===== config.mk =====
export PLATFORM = sky130hd
export DESIGN_NAME = shift_seq8
export DESIGN_NICKNAME = d
export VERILOG_FILES = /design/src/rtl/shift_seq8_pkg.sv /design/src/rtl/shift_seq8_step_sel.sv /design/src/rtl/shift_seq8.sv
export SDC_FILE = /design/constraint.sdc
export NUM_CORES = 1
export LEC_CHECK = 0
export CORE_MARGIN = 5
export CORE_UTILIZATION = 45
export CTS_BUF_LIST = sky130_fd_sc_hd__clkbuf_8
export DETAILED_ROUTE_END_ITERATION = 10
export PLACE_DENSITY = 0.95
export RECOVER_POWER = 50
export SLEW_MARGIN = 30
export SYNTH_ARGS = -nofsm -noshare
export SYNTH_HDL_FRONTEND = slang
export SYNTH_HIERARCHICAL = 1
export SYNTH_SLANG_ARGS = --single-unit

===== constraint.sdc =====
create_clock -name clk -period 3.45 [get_ports clk]
set_input_delay 0.69 -clock clk [delete_from_list [all_inputs] [get_ports clk]]
set_output_delay 0.69 -clock clk [all_outputs]
set_load 0.05 [all_outputs]

===== src/rtl/shift_seq8_pkg.sv =====
// rtl/shift_seq8_pkg.sv - opcode and FSM state encodings shared with the shifter next-state logic
package shift_seq8_pkg;

    localparam int DATA_W = 8;
    localparam logic [1:0] MAX_STEP = 2'd3;

    typedef enum logic [2:0] {
        OP_NOP  = 3'd0,
        OP_LOAD = 3'd1,
        OP_LSL  = 3'd2,
        OP_LSR  = 3'd3,
        OP_ASR  = 3'd4
    } op_e;

    typedef enum logic [1:0] {
        ST_IDLE  = 2'd0,
        ST_LOAD  = 2'd1,
        ST_SHIFT = 2'd2,
        ST_DONE  = 2'd3
    } state_e;

    function automatic logic is_shift(input logic [2:0] code);
        return (code == OP_LSL) || (code == OP_LSR) || (code == OP_ASR);
    endfunction

    function automatic logic is_illegal(input logic [2:0] code);
        return code > OP_ASR;
    endfunction

endpackage


===== src/rtl/shift_seq8_step_sel.sv =====
// rtl/shift_seq8_step_sel.sv - per-cycle step size, min(remaining, 3)
module step_sel
    import shift_seq8_pkg::*;
(
    input  logic [2:0] remaining,
    output logic [1:0] shamt
);

    assign shamt = (remaining >= 3'd3) ? MAX_STEP : remaining[1:0];

endmodule


===== src/rtl/shift_seq8.sv =====
// rtl/shift_seq8.sv - command sequencer that drives a downstream 8-bit shifter in steps of up to 3
module shift_seq8
    import shift_seq8_pkg::*;
(
    input  logic                clk,
    input  logic                reset,
    input  logic                cmd_valid,
    output logic                cmd_ready,
    input  logic [2:0]          cmd_op,
    input  logic [2:0]          cmd_amt,
    input  logic [DATA_W-1:0]   cmd_data,
    input  logic [DATA_W-1:0]   sh_q,
    output logic [2:0]          op,
    output logic [1:0]          shamt,
    output logic [DATA_W-1:0]   d_in,
    output logic                busy,
    output logic                done,
    output logic                err,
    output logic [DATA_W-1:0]   result
);

    state_e              state;
    state_e              state_nxt;
    logic [2:0]          remaining;
    logic [2:0]          lat_op;
    logic [DATA_W-1:0]   lat_data;
    logic [1:0]          step;
    logic                accept;

    assign cmd_ready = (state == ST_IDLE);
    assign accept    = cmd_valid & cmd_ready;

    step_sel u_step_sel (
        .remaining (remaining),
        .shamt     (step)
    );

    // remaining doubles as the latched shift amount; it only counts down in SHIFT
    always_ff @(posedge clk or posedge reset) begin
        if (reset) begin
            state     <= ST_IDLE;
            remaining <= 3'd0;
            lat_op    <= 3'd0;
            lat_data  <= '0;
        end else begin
            state <= state_nxt;
            if (accept) begin
                lat_op    <= cmd_op;
                lat_data  <= cmd_data;
                remaining <= is_shift(cmd_op) ? cmd_amt : 3'd0;
            end else if (state == ST_SHIFT) begin
                remaining <= remaining - {1'b0, step};
            end
        end
    end

    always_comb begin
        state_nxt = state;
        case (state)
            ST_IDLE: begin
                if (accept) begin
                    if (cmd_op == OP_LOAD)
                        state_nxt = ST_LOAD;
                    else if (is_shift(cmd_op) && (cmd_amt != 3'd0))
                        state_nxt = ST_SHIFT;
                    else
                        state_nxt = ST_DONE;
                end
            end
            ST_LOAD:  state_nxt = ST_DONE;
            ST_SHIFT: begin
                if ({1'b0, step} == remaining)
                    state_nxt = ST_DONE;
            end
            ST_DONE:  state_nxt = ST_IDLE;
            default:  state_nxt = ST_IDLE;
        endcase
    end

    always_comb begin
        op    = OP_NOP;
        shamt = 2'd0;
        d_in  = '0;
        case (state)
            ST_LOAD: begin
                op   = OP_LOAD;
                d_in = lat_data;
            end
            ST_SHIFT: begin
                op    = lat_op;
                shamt = step;
                d_in  = sh_q;
            end
            default: ;
        endcase
    end

    assign busy   = (state != ST_IDLE);
    assign done   = (state == ST_DONE);
    assign err    = done && is_illegal(lat_op);
    assign result = done ? sh_q : '0;

endmodule


==> flow_summary.yaml <==
sta:
  relSlewSlack_pct: 30.76
  setup-tns-final_ns: 0
  hold_viol_final: 0
  period_share_pct: 92.26
  rsz0062_at_grt: "no"
  timing.final.ws_setup_ns: 0.2670
  setup_viol_count_final: 0
  final_max_slew_viol_count: 0
  worst_pin_slew_ns: 1.038
  period_minus_slack_ns: 3.183
  fin_skew_ns: 0.002342
  fmax_ghz: 0.3142
worst_setup_path:
  crit_arrival_ns: 2.49
  start_kind: "flip-flop"
  worstPathMaxFanout: 11
  worst_setup_path_end_kind: "output port"
  worst-setup-path-type: "flip-flop to output port"
  cp.required_ns: 2.76
synthesis:
  netlist_area_mm2: 0.001085
  synth_cell_types: 28
  synth_ff_type: "dfrtp_1"
  yosys.area.top_type: "dfrtp_1"
  ys_seq_area_share_pct: 36.91
  yosys.cell_count.top_type: "nand2_1"
  ys_ff_latch: 16
  synth_nets: 162
  synth-edff-count: 0
  syn_area_per_cell_um2: 8.345
  synth_warnings: 6
  synth_area_leaders: "dfrtp_1 37%, nand2_1 14%, and2_1 7.5%, ha_1 6.9%, a22oi_1 5.5%"
  synthArstFlopShare_pct: 100.0
  yosysTopAreaCellShare_pct: 36.91
  yosys-top-cells-count: "40 x nand2_1, 16 x dfrtp_1, 13 x and2_1"
  synthCells: 130
cells_and_area:
  design_area_mm2: 0.001644
  num_antenna_cells: 0
  area_growth_pct: 51.56
  nNetsFinal: 211
  drive_gt1_share_pct: 6.180
  final_core_util_pct: 72.92
global_route:
  grt-ovfl-total: 0
  grt_pass1_wl_mm: 5.333
  grt_pass1_vias: 1178
  grt_usage_pct: 20.05
  antenna_found_initial: 0
  grt_max_degree: 18
place:
  gp_congestion: 0.8421
  place_area_mm2: 0.001589
  portBuffers: 49
  dpl.hpwl_mm: 2.507
  pre_cts_slack_ns: 0.5508
clock_tree:
  cts_buffer_depth: 2
  clkLatencyLatePin_ns: 0.25
  root_buffer: "clkbuf_8"
  postCtsHoldBufs: 0
  numCtsBuffers: 3
  cts_setup_buffers: 0
  cts_tree: "yes"
  path_clk_slew_ns: 0.06
  cts-resized-gates: 0
  cts_htree_levels: 1
  cts.sinks: 16
drt:
  via_per_inst: 5.393
  route.vias.total: 1111
  drtAntennaViolNets: 0
  totalWireLength_mm: 3.339
  detail_route.first_pass.iterations: 4
  drtIter0Drc: 31
  drc_errors: 0
  routedWlPerCell_um: 16.21
floorplan:
  std_cell_rows: 17
  start_util_pct: 48.11
  die_area_mm2: 0.003493
  die_h_um: 59.10
  core_area_mm2: 0.002255
  fp.dieW_um: 59.10
  pin_count: 50
min_path:
  hold_path_class: "flip-flop to flip-flop"
pwr:
  p_leak_nw: 0.7425
  irDropWorstVdd_mv: 0.7941
  power_density_mw_per_mm2: 1117
  finalPower_w: 0.001836
status:
  status: "finished, final reports clean"
run:
  drv_cap: 0
-- layout make-up --
cell class / instances / area [um^2]
clock buffers: 4 / 55.05
repair buffers: 50 / 498.0
well taps: 28 / 35.03
inverters: 7 / 26.28
flip-flops and latches: 16 / 400.4
multi-input cells: 101 / 629.4
fillers: 176 / 610.6
-- metrics by stage --
stage                     std cells  hold WS, ns
final                           206       0.4924
after global placement          202       0.4610
after floorplan                 130       0.4454
after detailed placement        202       0.4748
after global routing            206       0.5230
after CTS                       206       0.4910
-- critical path: stages (launching register included) --
cell and delay [ns]:
dfrtp_1 0.41, inv_1 0.12, ha_1 0.36, buf_4 0.24, a22oi_1 0.08, nor2b_1 0.18, clkdlybuf4s50_1 0.84
-- cells by family after synthesis --
logic type      Yosys count  synth area share, %
simple gates             72                33.10
mux                       1                1.038
compound gates           20                14.30
xor+xnor                  1               0.8075
flops                    16                36.91
buf+inv                  13                5.076
fa+ha+maj                 7                8.766
-- worst paths after layout --
check | from | slack, ns | depth (start not counted) | to
max reg2reg | state[0]$_DFFE_PP0P_ | 1.24 | 5 | remaining[2]$_DFFE_PP0P_
max in group asynchronous | reset | 2.10 | 2 | lat_data[7]$_DFFE_PP0P_
min in group asynchronous | reset | 0.95 | 2 | lat_op[1]$_DFFE_PP0P_
min reg2reg | lat_data[2]$_DFFE_PP0P_ | 0.49 | 2 | lat_data[2]$_DFFE_PP0P_
max | state[0]$_DFFE_PP0P_ | 0.27 | 6 | d_in[3]
min | lat_data[2]$_DFFE_PP0P_ | 0.49 | 2 | lat_data[2]$_DFFE_PP0P_
-- sequential cells by signal (all words and copies together), names as in the netlist --
| signal | flops |
|---|---|
| lat_data | 8 |
| state | 2 |
| lat_op | 3 |
| remaining | 3 |
-- metal layers --
layer | vias to the layer above | part of all wire (%) | global-route usage (%)
met3 | 13 | 3.7 | 1.961
met1 | 547 | 38 | 22.58
met2 | 30 | 55 | 35.33
met4 | 0 | 3.2 | 13.59
li1 | 521 | - | -
met5 | - | 0 | 0
-- report_power, final --
group          switching (W)  total, W  internal, W
sequential         0.0000661  0.000347     0.000281
clock              0.0000673  0.000169     0.000101
combinational       0.000834   0.00132     0.000486
total               0.000967   0.00184     0.000869
-- placed cells by master, fill, tap and decap left out, drive strengths merged, types with 3 or more instances in the layout --
master,instances
clkdlybuf4s50,46
nand2,40
dfrtp,16
and2,14
nor2b,9
a22oi,8
inv,7
ha,6
clkbuf,4
o22ai,4
a21oi,3
dlygate4sd3,3
(Power assumes the default switching activity.)
